==> config.mk <==
export PLATFORM = sky130hd
export DESIGN_NAME = lu_serial_sequencer_flat
export DESIGN_NICKNAME = d
export VERILOG_FILES = /design/src/rtl/lu_serial_sequencer_pkg.sv /design/src/rtl/lu_serial_sequencer_if.sv /design/src/rtl/lu_serial_sequencer_shift_reg.sv /design/src/rtl/lu_serial_sequencer.sv /design/src/flat_wrapper.sv
export SDC_FILE = /design/constraint.sdc
export NUM_CORES = 1
export LEC_CHECK = 0
export BUFFER_PORTS_ARGS = -buffer_cell sky130_fd_sc_hd__buf_2
export CAP_MARGIN = 20
export CORE_MARGIN = 5
export CORE_UTILIZATION = 41
export CTS_CLUSTER_DIAMETER = 120
export DETAILED_ROUTE_END_ITERATION = 10
export SYNTH_ARGS = -nofsm -noshare
export SYNTH_HDL_FRONTEND = slang
export SYNTH_SLANG_ARGS = --single-unit
==> constraint.sdc <==
create_clock -name clk -period 2.9 [get_ports clk]
set_clock_uncertainty 0.05 [all_clocks]
set_input_delay 0 -clock clk [delete_from_list [all_inputs] [get_ports clk]]
set_output_delay 0 -clock clk [all_outputs]
set_load 0.1 [all_outputs]
==> src/rtl/lu_serial_sequencer_pkg.sv <==
// rtl/lu_serial_sequencer_pkg.sv - opcode constants and FSM state type for the serial sequencer
// Purpose: shared definitions for lu_serial_sequencer, its interface and its testbench.
// Ports: none (package).
package lu_pkg;

    localparam logic [1:0] LU_NAND = 2'b00;
    localparam logic [1:0] LU_AND  = 2'b01;
    localparam logic [1:0] LU_NOR  = 2'b10;
    localparam logic [1:0] LU_OR   = 2'b11;

    typedef enum logic [1:0] {
        IDLE  = 2'd0,
        SHIFT = 2'd1,
        DONE  = 2'd2
    } state_t;

endpackage

==> src/rtl/lu_serial_sequencer_if.sv <==
// rtl/lu_serial_sequencer_if.sv - command, response and logic-unit signal bundle
// Purpose: groups the command handshake, response handshake and logic-unit link.
// Ports: slave  = sequencer side (takes commands, drives the unit, returns results)
//        master = environment side (issues commands, models the unit, takes results)
interface lu_serial_sequencer_if #(
    parameter int WIDTH = 8
);
    logic             cmd_valid;
    logic             cmd_ready;
    logic [1:0]       cmd_op;
    logic [WIDTH-1:0] cmd_a;
    logic [WIDTH-1:0] cmd_b;
    logic             lu_a;
    logic             lu_b;
    logic             lu_sel_group;
    logic             lu_sel_op;
    logic             lu_y;
    logic             rsp_valid;
    logic             rsp_ready;
    logic [WIDTH-1:0] rsp_data;
    logic             busy;

    modport slave (
        input  cmd_valid, cmd_op, cmd_a, cmd_b, lu_y, rsp_ready,
        output cmd_ready, lu_a, lu_b, lu_sel_group, lu_sel_op, rsp_valid, rsp_data, busy
    );

    modport master (
        output cmd_valid, cmd_op, cmd_a, cmd_b, lu_y, rsp_ready,
        input  cmd_ready, lu_a, lu_b, lu_sel_group, lu_sel_op, rsp_valid, rsp_data, busy
    );
endinterface

==> src/rtl/lu_serial_sequencer_shift_reg.sv <==
// rtl/lu_serial_sequencer_shift_reg.sv - result register with bit-position write
// Purpose: collects the logic unit's 1-bit results into a WIDTH-bit word.
// Ports: clk, rst_n (async active-low), i_clear (zero the word),
//        i_wr_en/i_pos/i_bit (write i_bit at position i_pos), o_data (assembled word).
module lu_shift_reg #(
    parameter int WIDTH = 8,
    localparam int CW   = $clog2(WIDTH)
) (
    input  logic             clk,
    input  logic             rst_n,
    input  logic             i_clear,
    input  logic             i_wr_en,
    input  logic [CW-1:0]    i_pos,
    input  logic             i_bit,
    output logic [WIDTH-1:0] o_data
);
    logic [WIDTH-1:0] r_data;

    always_ff @(posedge clk or negedge rst_n) begin
        if (!rst_n) begin
            r_data <= '0;
        end else if (i_clear) begin
            r_data <= '0;
        end else if (i_wr_en) begin
            r_data[i_pos] <= i_bit;
        end
    end

    assign o_data = r_data;
endmodule

==> src/rtl/lu_serial_sequencer.sv <==
// rtl/lu_serial_sequencer.sv - bit-serial command sequencer for the 1-bit logic unit
// Purpose: accepts {op, A, B}, drives the logic unit one bit per cycle LSB first,
//          gathers its result bits and returns the WIDTH-bit word.
// Ports: clk, rst_n (async active-low), bus (lu_serial_sequencer_if.slave):
//        cmd_* command handshake, lu_* logic-unit link, rsp_* response handshake, busy.
module lu_serial_sequencer
    import lu_pkg::*;
#(
    parameter int WIDTH = 8
) (
    input  logic                  clk,
    input  logic                  rst_n,
    lu_serial_sequencer_if.slave  bus
);
    localparam int            CW   = $clog2(WIDTH);
    localparam logic [CW-1:0] LAST = CW'(WIDTH - 1);

    state_t           r_state;
    state_t           w_state_nxt;
    logic [CW-1:0]    r_cnt;
    logic [CW-1:0]    w_cnt_inc;
    logic [WIDTH-1:0] r_a;
    logic [WIDTH-1:0] r_b;
    logic             r_lu_a;
    logic             r_lu_b;
    logic             r_sel_group;
    logic             r_sel_op;
    logic             r_cmd_ready;
    logic             r_rsp_valid;
    logic             r_busy;
    logic             w_accept;
    logic             w_last;
    logic             w_shift;

    assign w_cnt_inc = r_cnt + CW'(1);
    assign w_last    = (r_cnt == LAST);
    assign w_shift   = (r_state == SHIFT);

    always_ff @(posedge clk or negedge rst_n) begin
        if (!rst_n) begin
            r_state <= IDLE;
        end else begin
            r_state <= w_state_nxt;
        end
    end

    // Accept is gated by the registered cmd_ready so nothing is taken on the
    // first cycle after reset, when cmd_ready is still low.
    always_comb begin
        w_state_nxt = r_state;
        w_accept    = 1'b0;
        case (r_state)
            IDLE: begin
                if (bus.cmd_valid && r_cmd_ready) begin
                    w_accept    = 1'b1;
                    w_state_nxt = SHIFT;
                end
            end
            SHIFT: begin
                if (w_last) begin
                    w_state_nxt = DONE;
                end
            end
            DONE: begin
                if (r_rsp_valid && bus.rsp_ready) begin
                    w_state_nxt = IDLE;
                end
            end
            default: w_state_nxt = IDLE;
        endcase
    end

    // Handshake flags are registered from the next state so every output comes
    // straight from a flop. lu_a/lu_b are loaded one bit ahead: bit 0 at accept,
    // bit cnt+1 while bit cnt is being sampled, and 0 once the last bit is done.
    always_ff @(posedge clk or negedge rst_n) begin
        if (!rst_n) begin
            r_cmd_ready <= 1'b0;
            r_rsp_valid <= 1'b0;
            r_busy      <= 1'b0;
            r_cnt       <= '0;
            r_a         <= '0;
            r_b         <= '0;
            r_lu_a      <= 1'b0;
            r_lu_b      <= 1'b0;
            r_sel_group <= 1'b0;
            r_sel_op    <= 1'b0;
        end else begin
            r_cmd_ready <= (w_state_nxt == IDLE);
            r_rsp_valid <= (w_state_nxt == DONE);
            r_busy      <= (w_state_nxt != IDLE);
            if (w_accept) begin
                r_a         <= bus.cmd_a;
                r_b         <= bus.cmd_b;
                r_sel_group <= bus.cmd_op[1];
                r_sel_op    <= bus.cmd_op[0];
                r_cnt       <= '0;
                r_lu_a      <= bus.cmd_a[0];
                r_lu_b      <= bus.cmd_b[0];
            end else if (w_shift) begin
                r_cnt  <= w_cnt_inc;
                r_lu_a <= w_last ? 1'b0 : r_a[w_cnt_inc];
                r_lu_b <= w_last ? 1'b0 : r_b[w_cnt_inc];
            end
        end
    end

    lu_shift_reg #(
        .WIDTH (WIDTH)
    ) u_shift_reg (
        .clk     (clk),
        .rst_n   (rst_n),
        .i_clear (w_accept),
        .i_wr_en (w_shift),
        .i_pos   (r_cnt),
        .i_bit   (bus.lu_y),
        .o_data  (bus.rsp_data)
    );

    assign bus.cmd_ready    = r_cmd_ready;
    assign bus.rsp_valid    = r_rsp_valid;
    assign bus.busy         = r_busy;
    assign bus.lu_a         = r_lu_a;
    assign bus.lu_b         = r_lu_b;
    assign bus.lu_sel_group = r_sel_group;
    assign bus.lu_sel_op    = r_sel_op;
endmodule

==> src/flat_wrapper.sv <==
// flat-port wrapper written by rule: the top's interface ports become plain ports
module lu_serial_sequencer_flat import lu_pkg::*;
#(
    parameter int WIDTH = 8
)
  (clk, rst_n, bus_cmd_valid, bus_cmd_op, bus_cmd_a, bus_cmd_b, bus_lu_y, bus_rsp_ready, bus_cmd_ready, bus_lu_a, bus_lu_b, bus_lu_sel_group, bus_lu_sel_op, bus_rsp_valid, bus_rsp_data, bus_busy);
  lu_serial_sequencer_if #(.WIDTH(WIDTH)) bus_i ();
  input  logic clk;
  input  logic rst_n;
  input wire logic [$bits(bus_i.cmd_valid)-1:0] bus_cmd_valid;
  input wire logic [$bits(bus_i.cmd_op)-1:0] bus_cmd_op;
  input wire logic [$bits(bus_i.cmd_a)-1:0] bus_cmd_a;
  input wire logic [$bits(bus_i.cmd_b)-1:0] bus_cmd_b;
  input wire logic [$bits(bus_i.lu_y)-1:0] bus_lu_y;
  input wire logic [$bits(bus_i.rsp_ready)-1:0] bus_rsp_ready;
  output wire logic [$bits(bus_i.cmd_ready)-1:0] bus_cmd_ready;
  output wire logic [$bits(bus_i.lu_a)-1:0] bus_lu_a;
  output wire logic [$bits(bus_i.lu_b)-1:0] bus_lu_b;
  output wire logic [$bits(bus_i.lu_sel_group)-1:0] bus_lu_sel_group;
  output wire logic [$bits(bus_i.lu_sel_op)-1:0] bus_lu_sel_op;
  output wire logic [$bits(bus_i.rsp_valid)-1:0] bus_rsp_valid;
  output wire logic [$bits(bus_i.rsp_data)-1:0] bus_rsp_data;
  output wire logic [$bits(bus_i.busy)-1:0] bus_busy;
  assign bus_i.cmd_valid = bus_cmd_valid;
  assign bus_i.cmd_op = bus_cmd_op;
  assign bus_i.cmd_a = bus_cmd_a;
  assign bus_i.cmd_b = bus_cmd_b;
  assign bus_i.lu_y = bus_lu_y;
  assign bus_i.rsp_ready = bus_rsp_ready;
  assign bus_cmd_ready = bus_i.cmd_ready;
  assign bus_lu_a = bus_i.lu_a;
  assign bus_lu_b = bus_i.lu_b;
  assign bus_lu_sel_group = bus_i.lu_sel_group;
  assign bus_lu_sel_op = bus_i.lu_sel_op;
  assign bus_rsp_valid = bus_i.rsp_valid;
  assign bus_rsp_data = bus_i.rsp_data;
  assign bus_busy = bus_i.busy;
  lu_serial_sequencer #(.WIDTH(WIDTH)) u_core (.clk(clk), .rst_n(rst_n), .bus(bus_i));
endmodule
Yosys cells after proc, flatten, opt, wreduce, memory -nomap -nowiden
Index checks and enable logic that the tools add are counted.
{"block": "word_totals", "regBits": 36, "latchBits": 0, "mem_bits_rw": 0, "mem_bits_ro": 0, "input_bits": 23, "output_inout_bits": 15, "mem_count": 0}
{"block": "classes", "addsub": 1, "n_mul": 0, "div_mod_pow": 0, "order_cmp": 3, "eq_ne": 4, "shifts": 0, "mux": 23, "bitwise": 0, "reduce_logical": 7}
{"operator": "$mux W8", "n": 2}
{"operator": "$mux W1", "n": 11}
{"operator": "$bwmux W8", "n": 1}
{"operator": "$lt A3 B4 Y1 const B", "n": 2}
{"operator": "$bmux W1 S3", "n": 2}
{"operator": "$mux W2", "n": 3}
{"operator": "$mux W3", "n": 2}
{"operator": "$pmux W2 S3", "n": 1}
{"operator": "$eq A2 B2 Y1 const B", "n": 2}
{"operator": "$logic_not A2 Y1", "n": 2}
{"operator": "$reduce_bool A2 Y1", "n": 2}
{"operator": "$add A3 B1 Y3 const B", "n": 1}
{"operator": "$demux W1 S3", "n": 1}
{"operator": "$eq A3 B3 Y1 const B", "n": 1}
{"operator": "$ge A3 B1 Y1 const B", "n": 1}
{"operator": "$logic_and A1 B1 Y1", "n": 3}
{"operator": "$eq A2 B1 Y1 const B", "n": 1}

Depth between registers and ports, before layout
Gate-level depths: netlist (run 1).
{"block": "logic_depth", "word_depth": 7, "depth_mapped": 5, "ltp_nobuf": 5}

Modules after synthesis
A second synthesis (run 1) with hierarchy kept.
{"block": "unflattened", "cells_unflattened": 127, "area_unflattened_um2": 1719.1}
{"module": "lu_serial_sequencer", "n_inst": 1, "cells_each": 93, "area_per_inst_um2": 1292.5, "seq_area_each_um2": 700.7}
{"module": "lu_shift_reg", "n_inst": 1, "cells_each": 34, "area_per_inst_um2": 426.7, "seq_area_each_um2": 200.2}

Least setup slack after synthesis (run 1)
No wires, ideal clock.
{"block": "synth_timing", "kind": "register to register", "from": "register u_core.r_cmd_ready (netlist: u_core.bus.cmd_ready)", "to": "register u_core.r_sel_op (netlist: u_core.bus.lu_sel_op)", "setup_ps": 125, "arrival_ps": 1877, "slack_ps": 847, "stages_incl_launch_ff": 4, "n_path_buf": 1, "path_cell_list": "dfrtp_1 -> and4bb_2 -> buf_2 -> mux2_2"}
{"block": "synth_via", "elab_chain_len": 3}
{"element": "start: declaration", "line_no": "lu_serial_sequencer.sv:28", "rtl": "logic r_cmd_ready;"}
{"element": "start signal: assignment", "line_no": "lu_serial_sequencer.sv:89", "rtl": "r_cmd_ready <= (w_state_nxt == IDLE);"}
{"element": "$logic_and A1 B1 Y1", "line_no": "lu_serial_sequencer.sv:54", "rtl": "if (bus.cmd_valid && r_cmd_ready) begin"}
{"element": "$mux W1", "line_no": "lu_serial_sequencer.sv:54"}
{"element": "$mux W1", "line_no": "lu_serial_sequencer.sv:52", "rtl": "case (r_state)"}
{"element": "end signal: assignment", "line_no": "lu_serial_sequencer.sv:96", "rtl": "r_sel_op <= bus.cmd_op[0];"}
{"element": "end: declaration", "line_no": "lu_serial_sequencer.sv:27", "rtl": "logic r_sel_op;"}
Every way passes these cells.
A chain may end at the register's enable or synchronous reset.

Worst setup path after layout (run 1)
{"block": "layout_timing", "from": "register u_core.r_cnt[0]", "to": "register u_core.r_lu_b (netlist: u_core.bus.lu_b)"}
{"block": "layout_via", "elab_chain_len": 6, "word_cells_on_any_way": 7, "classes_between": "add/sub (1); eq/ne (1); mux (5)"}
{"element": "start: declaration", "line_no": "lu_serial_sequencer.sv:20", "rtl": "logic [CW-1:0] r_cnt;"}
{"element": "start signal: assignment", "line_no": "lu_serial_sequencer.sv:101", "rtl": "r_cnt <= w_cnt_inc;"}
{"element": "$add A3 B1 Y3", "line_no": "lu_serial_sequencer.sv:35", "rtl": "assign w_cnt_inc = r_cnt + CW'(1);"}
{"element": "$bmux W1 S3", "line_no": "lu_serial_sequencer.sv:103", "rtl": "r_lu_b <= w_last ? 1'b0 : r_b[w_cnt_inc];"}
{"element": "$mux W1 (not written as such)", "line_no": "lu_serial_sequencer.sv:103"}
{"element": "$mux W1 (*)", "line_no": "lu_serial_sequencer.sv:103"}
{"element": "$mux W1 (*)", "line_no": "lu_serial_sequencer.sv:100", "rtl": "end else if (w_shift) begin"}
{"element": "$mux W1 (*)", "line_no": "lu_serial_sequencer.sv:92", "rtl": "if (w_accept) begin"}
{"element": "end signal: assignment", "line_no": "lu_serial_sequencer.sv:99", "rtl": "r_lu_b <= bus.cmd_b[0];"}
{"element": "end signal: assignment", "line_no": "lu_serial_sequencer.sv:103"}
{"element": "end: declaration", "line_no": "lu_serial_sequencer.sv:25", "rtl": "logic r_lu_b;"}
Mark *: on every way between the ends. The rest lies on a longest branch, timed or not. The select of a mux whose other input is x is not followed.

==> results of run 1 <==
how the worst max path moves through the flow:
stage                         startpoint                   end  slack [ns]  depth (start not counted)
floorplan           u_core.bus.cmd_ready  u_core.bus.lu_sel_op        0.85                          3
global placement         u_core.r_cnt[0]       u_core.bus.lu_a        0.97                          5
detailed placement       u_core.r_cnt[0]       u_core.bus.lu_b        0.94                          5
CTS                      u_core.r_cnt[0]       u_core.bus.lu_b        0.94                          5
global route             u_core.r_cnt[0]       u_core.bus.lu_b        0.89                          5
finish                   u_core.r_cnt[0]       u_core.bus.lu_b        0.97                          5
worst register-to-register path, cell delays in order (launching register included):
cell      delay (ns)
dfrtp_1         0.55
ha_1            0.30
ha_1            0.32
or2_2           0.33
o22ai_1         0.12
o311ai_0        0.13
metrics by stage:
step	instances	worst slack (ns)	cell area, um^2	utilization, %
after global placement	216	0.970	1880	47.4
after detailed placement	216	0.944	1880	47.4
after floorplan	135	0.847	1670	-
after global routing	244	0.886	2170	54.7
after CTS	244	0.938	2170	54.7
final	244	0.966	2170	54.7
state kept, by name (all words and copies together) (netlist names), 2 cells and up:
register and count:
u_core.r_a 8, u_core.r_b 8, u_core.u_shift_reg.o_data 8, u_core.r_cnt 3, u_core.r_state 2
cell families after synthesis:
group           after synthesis  synth area share, %
compound gates               30                 11.2
buf+inv                       8                 2.55
flops                        36                 53.9
simple gates                 35                 12.9
fa+ha+maj                     2                 1.50
mux                          24                 18.0
timing repair:
action / in CTS / in global routing
hold buffers: 20 / 0
hold endpoints to repair: 56 / 0
buffers inserted: 0 / 0
per-layer routing:
layer	track usage, %	up-vias
met1	16.0	608
met3	3.56	8
met2	24.1	29
met4	6.04	0
met5	0	-
li1	-	612
placed cells by master (no fill, tap or decap):
cell type      instances
buf_2                 37
dfrtp_1               36
mux2_2                21
dlygate4sd3_1         20
o21ai_0                8
a21oi_1                8
nand2b_1               7
nand2_1                7
or3_1                  6
clkbuf_8               6
nor2b_1                3
inv_1                  2
a21o_1                 2
nor2_1                 2
mux4_1                 2
o22ai_1                2
a21boi_0               2
and4b_1                2
o21bai_1               2
o311ai_0               2
o31ai_1                2
ha_1                   2
clkbuf_1               2
a211oi_1               1
and4bb_2               1
nor3_1                 1
mux2_1                 1
or2_2                  1
nor3b_1                1
a21o_2                 1
or3b_4                 1
nand3b_1               1
nand4_1                1
nand3_1                1
final cells by class:
| type | count | area, um^2 |
|---|---|---|
| clock buffer | 8 | 90.1 |
| fill | 336 | 1800 |
| inverter | 2 | 7.51 |
| multi-input combinational | 91 | 727 |
| sequential | 36 | 901 |
| tap | 50 | 62.6 |
| timing repair buffer | 57 | 385 |
==> impl_metrics.json, run 1 <==
{
  "synth-seq-cells": 36,
  "period_minus_slack_ns": 1.93,
  "ys_async_sr_fraction_pct": 100,
  "initial_utilization_pct": 42.1,
  "cp_max_fo": 12,
  "synth_cells": 135,
  "hpwl_um": 2340,
  "synth_common_cells": "dfrtp_1 (36), mux2_2 (21), a21oi_1 (8), o21ai_0 (8)",
  "die-area_mm2": 0.00545,
  "setup_viol": 0,
  "required_ns": 2.99,
  "setup_tns_ns": 0,
  "reg2reg_slack_ns": 0.97,
  "cts_max_path_buffers": 2,
  "grt_pass1_wl_um": 5790,
  "clock_latency_ns": 0.28,
  "reg2reg_from": "u_core.r_cnt[0]",
  "wl_met1_um": 1420,
  "die_w_um": 73.8,
  "cts_resized": 0,
  "antenna_found_initial": 0,
  "fp.coreArea_mm2": 0.00397,
  "fin_crit_sh_pct": 66.7,
  "hold_viol": 0,
  "r2r_cells": 5,
  "fmax_mhz": 517,
  "slowest_stage": "dfrtp_1",
  "tightest_slew_ns": 0.786,
  "whs_ns": 0.0345,
  "io_buffers": 37,
  "cts_tree": "yes",
  "die_y_um": 73.8,
  "ys_warn_count": 0,
  "synthDistinctLibCells": 34,
  "path_clk_slew_ns": 0.07,
  "min_path_type": "input port to flip-flop",
  "grt_max_degree": 37,
  "grt_overflow": 0,
  "drtPass1Iterations": 4,
  "synth_area_mm2": 0.00167,
  "holdPathStages": 3,
  "cts_buffers": 5,
  "drc_errors": 0,
  "drv_slew": 0,
  "top_layer_used": "met4",
  "synthesis.nets": 160,
  "cp_cell_sequence": "ha_1 > ha_1 > or2_2 > o22ai_1 > o311ai_0",
  "htreeDepth": 2,
  "synth.most_common_cell": "dfrtp_1",
  "syn_avg_cell_area_um2": 12.4,
  "drtIter0Drc": 60,
  "hp-start": "bus_rsp_ready",
  "num_io_pins": 38,
  "crit_type": "flip-flop to flip-flop",
  "wl_per_cell_um": 13.7,
  "grtUsageTotal_pct": 13.9,
  "ant_nets": 0,
  "worst_slew_margin_rel_pct": 47.6,
  "gp_congestion": 0.708,
  "cp-end-kind": "flip-flop",
  "ys_seq_area_share_pct": 53.9,
  "cts_root_buf": "clkbuf_8",
  "diodes": 0,
  "synth_edf_count": 0,
  "synth_flop_cell": "dfrtp_1",
  "rsz0062_at_grt": "no",
  "grt_pass1_vias": 1308,
  "cp_data_arrival_time_ns": 2.03,
  "vias": 1257,
  "crit_path_start_kind": "flip-flop",
  "drt_wl_total_um": 3350,
  "rows": 23,
  "maxCapViolCount": 0,
  "min_to": "u_core.bus.busy",
  "clock_sinks": 36,
  "max_stage_delay_ns": 0.55,
  "outcome": "complete, no violations",
  "drive_gt1_share_pct": 35.1,
  "post_synth_main_area_contributors": "dfrtp_1 (54%), mux2_2 (14%), mux4_1 (3.1%)",
  "vias_per_cell": 5.15,
  "cp_num_buf_inv": 0,
  "yosys.area.top_type": "dfrtp_1",
  "worstReg2RegEnd": "u_core.bus.lu_b",
  "syn_to_final_growth_pct": 30.1,
  "synth_top_cell_area_share_pct": 53.9,
  "crit_family": "adder cells",
  "route.met2.wl_um": 1680,
  "crit_top_cell": "ha_1",
  "route.met3.wl_um": 177,
  "nNetsFinal": 218
}
Power of run 1 is not shown: default switching activity piles up to over one toggle a cycle in this logic, so the estimate is an artifact.
==> inputs of run 2 (changes only) <==
--- a/config.mk
+++ b/config.mk
@@ -5,6 +5,7 @@
 export SDC_FILE = /design/constraint.sdc
 export NUM_CORES = 1
 export LEC_CHECK = 0
+export ABC_AREA = 1
 export BUFFER_PORTS_ARGS = -buffer_cell sky130_fd_sc_hd__buf_2
 export CAP_MARGIN = 20
 export CORE_MARGIN = 5
==> constraint.sdc (replaced) <==
create_clock -name clk -period 1.8 [get_ports clk]
set_clock_uncertainty 0.05 [all_clocks]
set_input_delay 0 -clock clk [delete_from_list [all_inputs] [get_ports clk]]
set_output_delay 0 -clock clk [all_outputs]
set_load 0.1 [all_outputs]
==> impl_metrics.json, run 2 <==
{
  "initial_utilization_pct": 42.4,
  "diodes": 0,
  "setup_viol": 0,
  "synth.most_common_cell": "nand2_1",
  "synthDistinctLibCells": 19,
  "vias_per_cell": 4.39,
  "final_common_cell": "nand2_1",
  "drive_gt1_share_pct": 20.0,
  "use_met2_pct": 22.8,
  "yosys.area.top_type": "dfrtp_1",
  "final_cell_mix": "nand2_1 (68), buf_2 (37), dfrtp_1 (36)",
  "ys_seq_area_share_pct": 53.2,
  "synthesis.nets": 229,
  "synth_flop_cell": "dfrtp_1",
  "fp.coreArea_mm2": 0.00400,
  "hold_viol": 0,
  "grt_pass1_wl_um": 6000,
  "min_path_type": "input port to flip-flop",
  "wl_per_cell_um": 11.0,
  "met3_usage_pct": 2.97,
  "die_w_um": 74.3,
  "worst_slew_margin_rel_pct": 48.3,
  "htreeDepth": 2,
  "drtIter0Drc": 64,
  "required_ns": 1.96,
  "synth_area_mm2": 0.00169,
  "drc_errors": 0,
  "gp_congestion": 0.795,
  "cts_root_buf": "clkbuf_8",
  "antenna_found_initial": 0,
  "ant_nets": 0,
  "cp_data_arrival_time_ns": 1.64,
  "synth_common_cells": "nand2_1 (68), dfrtp_1 (36), inv_1 (32)",
  "drtPass1Iterations": 4,
  "die_y_um": 74.3,
  "hpwl_um": 2380,
  "r2r_cells": 7,
  "die-area_mm2": 0.00552,
  "syn_to_final_growth_pct": 30.1,
  "crit_type": "flip-flop to flip-flop",
  "syn_avg_cell_area_um2": 8.30,
  "grt_max_degree": 37,
  "synth_edf_count": 0,
  "ys_async_sr_fraction_pct": 100,
  "outcome": "complete, no violations",
  "cts_tree": "yes",
  "fin_crit_sh_pct": 82.0,
  "rows": 23,
  "synth-seq-cells": 36,
  "crit_path_start_kind": "flip-flop",
  "clock_latency_ns": 0.28,
  "pre_cts_ws_ns": 0.317,
  "holdPathStages": 5,
  "vias": 1384,
  "finalWorstSetupSlack_ns": 0.325,
  "grt_pass1_vias": 1386,
  "fmax_mhz": 678,
  "met1_usage_pct": 18.8,
  "setup_tns_ns": 0,
  "path_clk_slew_ns": 0.07,
  "cts_buffers": 5,
  "maxCapViolCount": 0,
  "ys_warn_count": 0,
  "drv_slew": 0,
  "busiest_layer": "met2",
  "rsz0062_at_grt": "no",
  "nNetsFinal": 289,
  "cts_max_path_buffers": 2,
  "io_buffers": 37,
  "synth_top_cell_area_share_pct": 53.2,
  "grtUsageTotal_pct": 14.1,
  "cp-end-kind": "flip-flop",
  "period_minus_slack_ns": 1.48,
  "cp_max_fo": 34,
  "synth_cells": 204,
  "fillCellCount": 397,
  "drt_wl_total_um": 3450,
  "fin_util_pct": 55.1,
  "clock_sinks": 36,
  "post_synth_main_area_contributors": "dfrtp_1 (53%), nand2_1 (15%), inv_1 (7.1%)",
  "grt_overflow": 0,
  "tightest_slew_ns": 0.775,
  "num_io_pins": 38
}
-- run 2: cell types whose count changed after synthesis, sizes merged, moves of 5 or more --
cell    change
nand2      +62
a21oi       -8
nand3      +20
nand2b      -7
inv        +33
mux2       -22
nor2        +5
o21ai      +17
or3         -6
-- run 2: kinds of logic after synthesis --
family / share of synthesized area, %
buffers and inverters: 11.0
adders and majority gates: 1.48
DFF: 53.2
and+or+nand+nor: 25.3
AOI/OAI and AO/OA: 9.08
-- run 2: per-stage QoR --
stage          instances  hold WS [ns]  cell area (um^2)
2_1_floorplan        204        -0.346              1690
3_3_place_gp         287        0.0821              1900
3_5_place_dp         287        0.0931              1900
4_1_cts              315        0.0554              2200
5_1_grt              315        0.0772              2200
6_report             315        0.0629              2200
-- run 2: final cells by class --
class / count / area [um^2] / share of cell area, %
Clock buffer: 6 / 72.6 / 3.29
Tap cell: 50 / 62.6 / 2.84
Sequential cell: 36 / 901 / 40.9
Clock inverter: 2 / 35.0 / 1.59
Multi-Input combinational cell: 128 / 607 / 27.5
Timing Repair Buffer: 58 / 393 / 17.8
Inverter: 35 / 134 / 6.07
-- run 2: path summary, 6_finish.rpt --
check	slack [ns]	start	to
setup reg to reg	0.32	u_core.r_state[0]	u_core.bus.lu_b
setup / recovery	0.32	u_core.r_state[0]	u_core.bus.lu_b
min in group asynchronous	0.29	rst_n	u_core.r_a[3]
hold reg to reg	0.44	u_core.bus.lu_sel_group	u_core.bus.lu_sel_group
hold / removal	0.06	bus_lu_y	u_core.u_shift_reg.o_data[7]
max in group asynchronous	0.92	rst_n	u_core.bus.lu_b
-- run 2: timing repair --
| action | 4_1_cts | 5_1_grt |
|---|---|---|
| hold buffers | 20 | 0 |
| hold endpoints to repair | 58 | 0 |
| setup endpoints to repair | 0 | 0 |
| resized for setup | 0 | 0 |
| setup buffers | 0 | 0 |
-- run 2: worst max-delay path: stages, from the launching register on --
cell and delay, ns:
dfrtp_1 0.45, nor2_2 0.14, nand3_4 0.20, inv_4 0.30
nand2_1 0.11, nand2_1 0.08, inv_1 0.03, nand2_1 0.05
-- run 2: metal layers --
metal  vias up  share of wire, %  wire [um]
li1        753                 -          -
met1       602                48       1650
met2        27                47       1610
met3         2               4.6        160
met4         0              0.70         24
met5         -                 0          0
Power of run 2 is left out for the same reason.
==> inputs of run 3 (changes only) <==
--- a/config.mk
+++ b/config.mk
@@ -12,6 +12,7 @@
 export CORE_UTILIZATION = 41
 export CTS_CLUSTER_DIAMETER = 120
 export DETAILED_ROUTE_END_ITERATION = 10
+export PLACE_DENSITY = 0.66
 export SYNTH_ARGS = -nofsm -noshare
 export SYNTH_HDL_FRONTEND = slang
 export SYNTH_SLANG_ARGS = --single-unit
==> constraint.sdc (replaced) <==
create_clock -name clk -period 1.2 [get_ports clk]
set_clock_uncertainty 0.05 [all_clocks]
set_input_delay 0 -clock clk [delete_from_list [all_inputs] [get_ports clk]]
set_output_delay 0 -clock clk [all_outputs]
set_load 0.1 [all_outputs]
==> impl_metrics.json, run 3 (same netlist as run 2, synthesis figures left out) <==
{
  "whs_ns": 0.0584,
  "maxCapViolCount": 0,
  "path_clk_slew_ns": 0.07,
  "fp.coreArea_mm2": 0.00400,
  "hpwl_um": 2590,
  "ant_nets": 0,
  "cp_max_fo": 4,
  "cts_max_path_buffers": 2,
  "drt_wl_total_um": 3830,
  "final_common_cell": "nand2_1",
  "hold_viol": 0,
  "num_io_pins": 38,
  "outcome": "complete, but fails checks",
  "htreeDepth": 2,
  "met3_usage_pct": 4.05,
  "vias_per_cell": 4.51,
  "required_ns": 1.33,
  "cts_root_buf": "clkbuf_8",
  "crit_family": "flip-flops",
  "cp-end-kind": "flip-flop",
  "drc_errors": 0,
  "fmax_mhz": 781,
  "cts_tree": "yes",
  "slowest_stage": "dfrtp_2",
  "grt_pass1_wl_um": 6600,
  "nNetsFinal": 304,
  "clock_latency_ns": 0.28,
  "die_y_um": 74.3,
  "fin_util_pct": 61.3,
  "cp_cell_sequence": "ha_4 > ha_4 > inv_4 > nand3_2 > nand3_2 > nand2_1",
  "finalWorstSetupSlack_ns": -0.0808,
  "grt_pass1_vias": 1443,
  "gp_congestion": 0.849,
  "grtUsageTotal_pct": 15.7,
  "tightest_slew_ns": 0.490,
  "worst_slew_margin_rel_pct": 67.6,
  "wl_per_cell_um": 11.6,
  "rsz0062_at_grt": "yes",
  "io_buffers": 37,
  "worstSetupStartpoint": "u_core.r_cnt[0]",
  "crit_type": "flip-flop to flip-flop",
  "met1_usage_pct": 21.5,
  "drtIter0Drc": 84,
  "busiest_layer": "met2",
  "hp-start": "bus_lu_y",
  "violations": "negative setup slack",
  "clock_sinks": 36,
  "use_met2_pct": 24.8,
  "max_stage_delay_ns": 0.44,
  "period_minus_slack_ns": 1.28,
  "die_w_um": 74.3,
  "diodes": 0,
  "final_cell_mix": "nand2_1 (63), buf_2 (36), inv_1 (30)",
  "die-area_mm2": 0.00552,
  "min_path_type": "input port to flip-flop",
  "cp_num_buf_inv": 1,
  "syn_to_final_growth_pct": 44.8,
  "reg2reg_from": "u_core.r_cnt[0]",
  "vias": 1488,
  "cts_buffers": 5,
  "grt_overflow": 0,
  "initial_utilization_pct": 42.4,
  "drive_gt1_share_pct": 33.6,
  "setup_tns_ns": -0.468,
  "finalInstanceArea_mm2": 0.00245,
  "setup_viol": 23,
  "rows": 23,
  "drtPass1Iterations": 4,
  "antenna_found_initial": 0,
  "placed_cell_area_mm2": 0.00208,
  "fin_crit_sh_pct": 107,
  "grt_max_degree": 37,
  "cp_data_arrival_time_ns": 1.41,
  "drv_slew": 0,
  "crit_path_start_kind": "flip-flop"
}
[run 3: layout make-up]
class                   count  area [um^2]
fillers                   346         1550
flip-flops and latches     36          917
multi-input cells         128          687
repair buffers             73          557
inverters                  35          139
clock buffers               8         90.1
well taps                  50         62.6
[run 3: through the flow]
stage | worst slack [ns] | std cells
CTS | -0.0617 | 329
global placement | -0.0298 | 300
global route | -0.153 | 330
finish | -0.0808 | 330
detailed placement | -0.0577 | 300
floorplan | -0.0965 | 204
[run 3: final timing paths]
kind,end,slack (ns),depth (start not counted)
setup / recovery,u_core.bus.lu_b,-0.08,6
hold / removal,u_core.u_shift_reg.o_data[3],0.06,5
setup reg to reg,u_core.bus.lu_b,-0.08,6
hold reg to reg,u_core.bus.lu_sel_op,0.42,2
max in group asynchronous,u_core.bus.cmd_ready,0.51,3
min in group asynchronous,u_core.r_a[2],0.24,3
[run 3: worst min-delay path, delay by kind of cell]
family	cells	cell delay, ns
compound gates	1	0.06
buf+inv	3	0.24
simple gates	1	0.05
[run 3: repair_timing]
| action | in CTS | in global routing |
|---|---|---|
| gates resized for setup | 11 | 6 |
| endpoints found under the hold margin | 58 | 0 |
| hold buffers | 20 | 0 |
| pin swaps | 6 | 2 |
| endpoints found under the setup margin | 18 | 32 |
| buffers inserted | 1 | 1 |
[run 3: routing by layer]
layer  wire [um]  share of wire (%)
met2        1800                 47
met1        1780                 46
met3         193                5.0
met5           0                  0
met4          55                1.4
Power of run 3 is left out for the same reason.
